<file path="config.mk">
export PLATFORM = sky130hd
export DESIGN_NAME = btn_debouncer
export DESIGN_NICKNAME = d
export VERILOG_FILES = /design/src/rtl/btn_debouncer.sv
export SDC_FILE = /design/constraint.sdc
export NUM_CORES = 1
export LEC_CHECK = 0
export BUFFER_PORTS_ARGS = -buffer_cell sky130_fd_sc_hd__clkbuf_2
export CORE_ASPECT_RATIO = 1.1
export CORE_MARGIN = 1
export CORE_UTILIZATION = 30
export CTS_CLUSTER_SIZE = 8
export DETAILED_ROUTE_END_ITERATION = 6
export GPL_TIMING_DRIVEN = 1
export PLACE_DENSITY = 0.5
export SLEW_MARGIN = 20
export SYNTH_ARGS = -nofsm -noshare
export SYNTH_HDL_FRONTEND = slang
export SYNTH_SLANG_ARGS = --single-unit
</file>
<file path="constraint.sdc">
create_clock -name clk -period 3.4 [get_ports clk]
set_input_delay 0.17 -clock clk [delete_from_list [all_inputs] [get_ports clk]]
set_output_delay 0.17 -clock clk [all_outputs]
set_load 0.03 [all_outputs]
</file>
<file path="src/rtl/btn_debouncer.sv">
// Button/switch input conditioner: 2-flop synchronizers, per-channel debounce FSM, press/release strobes.
// Optional auto-repeat of btn_press while held is enabled by defining BTN_DEBOUNCER_REPEAT_EN.
module btn_debouncer #(
  parameter int CHANNELS        = 3,
  parameter int SW_WIDTH        = 9,
  parameter int DEBOUNCE_CYCLES = 1_000_000,
  parameter int REPEAT_DELAY    = 25_000_000,
  parameter int REPEAT_PERIOD   = 5_000_000
) (
  input  logic                clk,
  input  logic                rst,
  input  logic [CHANNELS-1:0] btn_raw,
  input  logic [SW_WIDTH-1:0] sw_raw,
  output logic [CHANNELS-1:0] btn_level,
  output logic [CHANNELS-1:0] btn_press,
  output logic [CHANNELS-1:0] btn_release,
  output logic [SW_WIDTH-1:0] sw_sync
);

  localparam int CNT_W = $clog2(DEBOUNCE_CYCLES + 1);
  localparam logic [CNT_W-1:0] CNT_MAX = CNT_W'(DEBOUNCE_CYCLES);

  if (DEBOUNCE_CYCLES < 1 || REPEAT_DELAY < 1 || REPEAT_PERIOD < 1) begin : g_bad_cfg
    $error("btn_debouncer: DEBOUNCE_CYCLES, REPEAT_DELAY and REPEAT_PERIOD must be >= 1");
  end

  typedef enum logic [1:0] {RELEASED, PRESS_PEND, PRESSED, RELEASE_PEND} state_t;

  logic [CHANNELS-1:0] btn_meta_p0, btn_sync_p1;
  logic [SW_WIDTH-1:0] sw_meta_p0;

  // Stage p0 -> p1: two-flop synchronizers
  always_ff @(posedge clk or posedge rst) begin
    if (rst) begin
      btn_meta_p0 <= '0;
      btn_sync_p1 <= '0;
      sw_meta_p0  <= '0;
      sw_sync     <= '0;
    end else begin
      btn_meta_p0 <= btn_raw;
      btn_sync_p1 <= btn_meta_p0;
      sw_meta_p0  <= sw_raw;
      sw_sync     <= sw_meta_p0;
    end
  end

  for (genvar g = 0; g < CHANNELS; g++) begin : g_ch
    state_t           state, state_nxt;
    logic [CNT_W-1:0] cnt, cnt_nxt;
    logic             level_q, press_q, release_q;
    logic             level_nxt, press_nxt, release_nxt;
    logic             rpt_fire;
    logic             sync;

    assign sync = btn_sync_p1[g];

    always_ff @(posedge clk or posedge rst) begin
      if (rst) begin
        state     <= RELEASED;
        cnt       <= '0;
        level_q   <= 1'b0;
        press_q   <= 1'b0;
        release_q <= 1'b0;
      end else begin
        state     <= state_nxt;
        cnt       <= cnt_nxt;
        level_q   <= level_nxt;
        press_q   <= press_nxt;
        release_q <= release_nxt;
      end
    end

    always_comb begin
      state_nxt = state;
      cnt_nxt   = cnt;
      case (state)
        RELEASED: begin
          cnt_nxt = '0;
          if (sync) begin
            state_nxt = PRESS_PEND;
            cnt_nxt   = CNT_W'(1);
          end
        end
        PRESS_PEND: begin
          if (!sync) begin
            state_nxt = RELEASED;
            cnt_nxt   = '0;
          end else if (cnt == CNT_MAX) begin
            state_nxt = PRESSED;
            cnt_nxt   = '0;
          end else begin
            cnt_nxt = cnt + CNT_W'(1);
          end
        end
        PRESSED: begin
          cnt_nxt = '0;
          if (!sync) begin
            state_nxt = RELEASE_PEND;
            cnt_nxt   = CNT_W'(1);
          end
        end
        RELEASE_PEND: begin
          if (sync) begin
            state_nxt = PRESSED;
            cnt_nxt   = '0;
          end else if (cnt == CNT_MAX) begin
            state_nxt = RELEASED;
            cnt_nxt   = '0;
          end else begin
            cnt_nxt = cnt + CNT_W'(1);
          end
        end
        default: begin
          state_nxt = RELEASED;
          cnt_nxt   = '0;
        end
      endcase
    end

    always_comb begin
      level_nxt   = (state_nxt == PRESSED) || (state_nxt == RELEASE_PEND);
      press_nxt   = ((state == PRESS_PEND) && sync && (cnt == CNT_MAX)) || rpt_fire;
      release_nxt = (state == RELEASE_PEND) && !sync && (cnt == CNT_MAX);
    end

`ifdef BTN_DEBOUNCER_REPEAT_EN
    localparam int RPT_MAX = (REPEAT_DELAY > REPEAT_PERIOD) ? REPEAT_DELAY : REPEAT_PERIOD;
    localparam int RPT_W   = $clog2(RPT_MAX + 1);
    localparam logic [RPT_W-1:0] RPT_DLY = RPT_W'(REPEAT_DELAY);
    localparam logic [RPT_W-1:0] RPT_PER = RPT_W'(REPEAT_PERIOD);

    logic [RPT_W-1:0] rpt_cnt, rpt_cnt_nxt;
    logic             rpt_armed, rpt_armed_nxt;

    always_ff @(posedge clk or posedge rst) begin
      if (rst) begin
        rpt_cnt   <= '0;
        rpt_armed <= 1'b0;
      end else begin
        rpt_cnt   <= rpt_cnt_nxt;
        rpt_armed <= rpt_armed_nxt;
      end
    end

    // Counts only held cycles in PRESSED; a pending release freezes it, leaving the pressed states clears it.
    always_comb begin
      rpt_cnt_nxt   = rpt_cnt;
      rpt_armed_nxt = rpt_armed;
      rpt_fire      = 1'b0;
      if ((state == PRESSED) && sync) begin
        if ((rpt_cnt + RPT_W'(1)) == (rpt_armed ? RPT_PER : RPT_DLY)) begin
          rpt_fire      = 1'b1;
          rpt_cnt_nxt   = '0;
          rpt_armed_nxt = 1'b1;
        end else begin
          rpt_cnt_nxt = rpt_cnt + RPT_W'(1);
        end
      end else if (!((state_nxt == PRESSED) || (state_nxt == RELEASE_PEND))) begin
        rpt_cnt_nxt   = '0;
        rpt_armed_nxt = 1'b0;
      end
    end
`else
    assign rpt_fire = 1'b0;
`endif

    assign btn_level[g]   = level_q;
    assign btn_press[g]   = press_q;
    assign btn_release[g] = release_q;
  end

endmodule

</file>
After elaboration in Yosys (flattened, before gate mapping)
Index checks and enable logic that the tools add are counted.

Multiplexer cells: 39. Reduce and logical (&&, ||, !) cells: 21. Eq/ne operators: 18. $add $sub $neg: 3.

Operators with widths (number): 20-bit one-hot mux with 4 select lines (3); 20-bit two-way mux (9); 20-bit by 1-bit adder with 20-bit output (second input constant) (3); 20-bit equality test (second input constant) (3); 2-bit two-way mux (18); 2-bit equality test (second input constant) (12); 2-bit one-hot mux with 4 select lines (3); 1-bit logical AND (12); 2-bit by 1-bit equality test with 1-bit output (second input constant) (3); 2-bit logical NOT (3); 1-bit two-way mux (6); 1-bit logical NOT (3); 1-bit logical OR (3).

Logic and storage cells: 100. Input bits: 14. Register bits: 99. Output and inout bits: 18.

Longest topological paths before layout
Depth in word-level cells: 6. Mapped depth: 8.

Worst setup path before layout
Ideal clock, no wire load.

Kind: reg-to-reg. Start: reg g_ch[0].cnt[5]. End: reg g_ch[0].level_q. Clock period less this slack: 2070 ps. Arrival: 1943 ps. Buffers on the path: 0. Slack: 1330 ps. Cell stages (with the launch flop): 5. Path through: dfrtp_1 -> or4b_1 -> or4_1 -> nor3_2 -> mux2_1.

Longest elaborated chain between the ends: 6.

Ends and longest elaborated chain: from (decl) (RTL line 49) `logic [CNT_W-1:0] cnt, cnt_nxt;`; from (signal assigned) (RTL line 66) `cnt <= cnt_nxt;`; 20-bit equality test * (RTL line 88, 106); 2-bit two-way mux, on equally long branches (RTL line 106, 88); 2-bit two-way mux, on equally long branches (RTL line 103, 85); 2-bit one-hot mux with 4 select lines * (RTL line 76) `case (state)`; 2-bit equality test (RTL line 121) `level_nxt = (state_nxt == PRESSED) || (state_nxt == RELEASE_PEND);`; 1-bit logical OR * (RTL line 121); via g_ch[0].level_nxt (RTL line 51) `logic level_nxt, press_nxt, release_nxt;`; to (signal assigned) (RTL line 67) `level_q <= level_nxt;`; to (decl) (RTL line 50) `logic level_q, press_q, release_q;`.

Mark *: on every way through the listed nets, which the timed path passes. The rest lies on a longest branch.

Worst setup path after layout
Start: reg g_ch[0].cnt[7]. End: reg g_ch[0].cnt[6].

Longest elaborated chain between the ends: 4.

Ends and longest elaborated chain (RTL line): 20-bit equality test * (88, 106); 20-bit two-way mux * (88, 106); 20-bit two-way mux, on equally long branches (103, 85); 20-bit one-hot mux with 4 select lines * (76); via g_ch[0].cnt_nxt[6] (49).

Marks and branches as above.

==> summary.md <==
The flow ran to the end, but the final reports show violations. The checks that failed: hold timing. The logs give 0 for the initial antenna violation count and 40 for the number of distinct library cell variants in the gate-level netlist after synthesis. By area the synthesized netlist is led by sky130_fd_sc_hd__dfrtp_1 (57%), sky130_fd_sc_hd__xnor2_1 (7.1%), sky130_fd_sc_hd__nor2_1 (4.9%). Setup violations remaining at the end of the flow were counted as 0. The share of cells above drive strength 1 is 14.3%, and the largest stage delay on the critical path is 0.64 ns. After clock tree synthesis, the clock-pin slew on the worst setup and hold paths is 0.07 ns. The logs give 0.00459 mm² for the standard cell area after detailed placement and 0 ns for the setup TNS. The combinational cell fraction of total power was 4.0%. For the cts-stage hold buffer count, the log shows 12. After detailed placement, the design holds a cell count of 595. The die is 127 µm tall.

The internal cell power is 1.79 mW. The kind of cell with the highest combined delay along the critical path is simple AND/OR/NAND/NOR gates. For the count of routing violations after the opening detailed-route iteration, the log shows 91.

The type of the setup path with the least slack is reg2reg. The H-tree generated during clock tree synthesis spans 3 levels. The number of flip-flops and latches in the synthesized netlist was 98; the overflow left after global routing was 0. The total via count in the routed design is 2854, and the starting density of the core is 30.9%.

Dividing the detail-routed via count by the number of cells gives 4.58. The analysis attributes to net switching a power of 510 µW. The worst setup path is captured at a register. Input and output buffers added on the ports amount to 31. The critical path arrival is 2.51 ns, and the maximum number of buffers from clock root to sink is 2. TritonCTS built the clock tree. Once the clock tree was built, the setup fixing pass inserted 0 buffers.

Clock tree synthesis found a total of 98 sinks. Across the run, the number of max-cap violations was 0. The most used flip-flop cell after synthesis is sky130_fd_sc_hd__dfrtp_1. The run gives 2.03 nW as the leakage power total. Setup slack closes at 1.09 ns. For the max-slew violation count, the log shows 0. After synthesis, flip-flops and latches occupy 57.1% of the total area.

The tools report the worst reg2reg path startpoint as g_ch[0].cnt[7]. After global routing, the most crowded layer is met2. Die width: 116 µm. The number of buffers created by CTS is 9. The floorplan has 45 rows. The number of buffer and inverter instances along the worst setup path works out to 0. The number of warnings issued by yosys was 0; the fraction of met1 tracks used by global routing was 15.4%. The tools report the critical register-to-register path endpoint as g_ch[0].cnt[6]. The worst register-to-register path has a setup slack of 1.09 ns. After synthesis the cells add up to 0.00429 mm². The HPWL after detailed placement is 5060 µm. Per report_power, the clock group accounts for 43.9% of the total.

The tools report the number of hold violations in the final report as 84. The first global-routing pass estimated 13500 µm of wire. Measured slew at the worst slew-check pin: 0.815 ns. The path class of the tightest hold or removal check is in2async.

The cell at the root of the clock tree was sky130_fd_sc_hd__clkbuf_16. Relative to the synthesized area, the layout overhead comes to 16.6%. Worst-case headroom to the max-slew limit: 45.7%. The tools report the critical path startpoint category as a register.

For the antenna violation net count after detailed routing, the log shows 0. Measured in cells, the most critical reg-to-reg path has a length of 4. For this run, the top clock speed supported by timing is 0.434 GHz.

Counting instances in the post-synthesis netlist gives the leading cell types as sky130_fd_sc_hd__dfrtp_1 (98), sky130_fd_sc_hd__nor2_1 (56), sky130_fd_sc_hd__xnor2_1 (35), sky130_fd_sc_hd__inv_1 (20), sky130_fd_sc_hd__nand3_1 (18). Count of pins on the block boundary: 32. The share of the synthesized area in the top cell type works out to 57.1%. With fillers left out, the area of the finished cells amounts to 0.00501 mm². After detailed routing, the total wire length is 7750 µm.

Power spread over the standard cell area amounts to 459 mW/mm². Along the worst path, the maximum fanout reaches 19. In the final routed layout, each cell accounts on average for 12.4 µm. Counting the fill cells in the layout gives 1404.

Number of enable-type register cells in the synthesized netlist: 0. Across every metal layer, demand over resource in global routing totals 11.8%. The post-route clock period utilization was 67.8%.

The die area was 0.0148 mm². In this run, post-CTS repair resized a total of 0 instances. Setup repair after global routing left no endpoint under its margin. The repair_antennas step left the layout with diodes totalling 0. Excluding fillers, the count of instances in the completed layout stands at 623. The biggest area contributor in the post-synthesis netlist is sky130_fd_sc_hd__dfrtp_1.

The total core area was 0.0139 mm²; the number of global-route vias before repair was 2795. In the final design database the tool counted 450 nets. The logs give 0 for the post-route DRC violation count and 86 for the pin count of the biggest net entering global routing. For this run, global-route usage on met2 was measured as 18.0%. Among all cell types in the netlist, the one instantiated most often is sky130_fd_sc_hd__dfrtp_1.

Global routing consumed, on the met3 layer, 2.32% of the routing resources. Counting every instance in the synthesized netlist gives 392. The post-place setup slack was 1.07 ns.

The number of nets handed over by synthesis was 412. Measured on the finished design, the core utilization comes to 36.0%. The required time reported for the critical path endpoint is 3.60 ns, and the final worst clock skew is 0.0114 ns.

The mean instance size in the synthesized netlist came out at 11.0 µm². The slowest cell on the critical path was sky130_fd_sc_hd__o21ai_2. Routability-driven placement finished with a final weighted congestion of 0.741. Of the total power, the share spent switching nets is 22.2%.

The post-route worst hold slack is -0.0264 ns, and the clock period minus worst slack is 2.31 ns. The first detailed-routing pass ran for 4 iterations. Share of flip-flops with an asynchronous set or reset: 100%. The tools report the largest voltage drop on the vdd net as 251 µV. The tools report the insertion delay of the later-clocked pin in the worst-skew pair as 0.35 ns. Walking the worst path, the cells encountered are or4b_1 -> or4_1 -> o21ai_2 -> nor2_1. Per report_power, the sequential group accounts for 52.2% of the total.
final cells by class:
type | count | area, µm² | share of cell area (%)
timing repair buffer | 44 | 283 | 5.65
multi-input combinational | 257 | 1660 | 33.2
clock inverter | 6 | 65.1 | 1.30
tap | 188 | 235 | 4.70
clock buffer | 10 | 229 | 4.57
sequential | 98 | 2450 | 49.0
inverter | 20 | 80.1 | 1.60
through the flow:
stage / hold WS [ns] / total power [mW]
final: -0.0264 / 2.30
after detailed placement: 0.280 / 1.31
after global placement: 0.280 / 1.30
after CTS: 0.127 / 2.35
after global routing: 0.0505 / 2.40
after floorplan: 0.201 / 1.27
worst reg2reg max path, cell delays in order (launching register included):
cell	delay, ns
sky130_fd_sc_hd__dfrtp_1	0.43
sky130_fd_sc_hd__or4b_1	0.50
sky130_fd_sc_hd__or4_1	0.46
sky130_fd_sc_hd__o21ai_2	0.64
sky130_fd_sc_hd__nor2_1	0.13
layout by cell type, fill, tap and decap left out, types with 6 or more instances in the layout:
cell and instances:
sky130_fd_sc_hd__dfrtp_1 98, sky130_fd_sc_hd__nor2_1 56, sky130_fd_sc_hd__xnor2_1 35, sky130_fd_sc_hd__clkbuf_2 31
sky130_fd_sc_hd__inv_1 19, sky130_fd_sc_hd__nand3_1 18, sky130_fd_sc_hd__nand2_1 17, sky130_fd_sc_hd__a21oi_1 14
sky130_fd_sc_hd__dlygate4sd3_1 12, sky130_fd_sc_hd__nor4_1 11, sky130_fd_sc_hd__or4_1 10, sky130_fd_sc_hd__nor3_1 10
sky130_fd_sc_hd__nand4_1 9, sky130_fd_sc_hd__clkbuf_16 9, sky130_fd_sc_hd__or3_1 8, sky130_fd_sc_hd__xor2_1 8
sky130_fd_sc_hd__o21ai_0 8, sky130_fd_sc_hd__ha_1 6
worst max-delay path by stage:
stage	startpoint	endpoint	slack [ns]	depth (start not counted)
4_1_cts	g_ch[0].cnt[5]	g_ch[0].cnt[7]	1.06	4
6_report	g_ch[0].cnt[7]	g_ch[0].cnt[6]	1.09	4
3_3_place_gp	g_ch[0].cnt[7]	g_ch[0].cnt[2]	1.09	4
2_1_floorplan	rst	btn_meta_p0[0]	0.67	1
3_5_place_dp	g_ch[0].cnt[7]	g_ch[0].cnt[9]	1.07	4
5_1_grt	g_ch[0].cnt[7]	g_ch[0].cnt[16]	0.87	4
layer usage:
layer  vias to the layer above  part of all wire (%)
met2                        46                    46
met4                         0                   2.7
li1                       1432                     -
met3                        11                   2.7
met1                      1365                    48
met5                         -                     0
power groups by stage:
stage	Combinational [mW]	Sequential (mW)	Clock (mW)
after floorplan	0.0447	1.23	0
after global placement	0.0833	1.22	0
after detailed placement	0.0847	1.22	0
after CTS	0.0954	1.20	1.05
after global routing	0.105	1.20	1.09
final	0.0914	1.20	1.01
kinds of logic after synthesis:
logic type / synth area share, %
AO/OA/AOI/OAI: 4.78
XOR/XNOR: 8.77
adder cells (fa/ha/maj): 1.75
buffers and inverters: 4.14
flip-flops: 57.1
multiplexers: 1.31
AND/OR/NAND/NOR: 22.1
sequential cells by signal, indices dropped and copies added (netlist names):
name	count
sw_meta_p0	9
g_ch.cnt	60
btn_meta_p0	3
btn_sync_p1	3
sw_sync	9
g_ch.release_q	3
g_ch.level_q	3
g_ch.state	5
g_ch.press_q	3
Note: power is estimated with default switching activity, not from simulation.
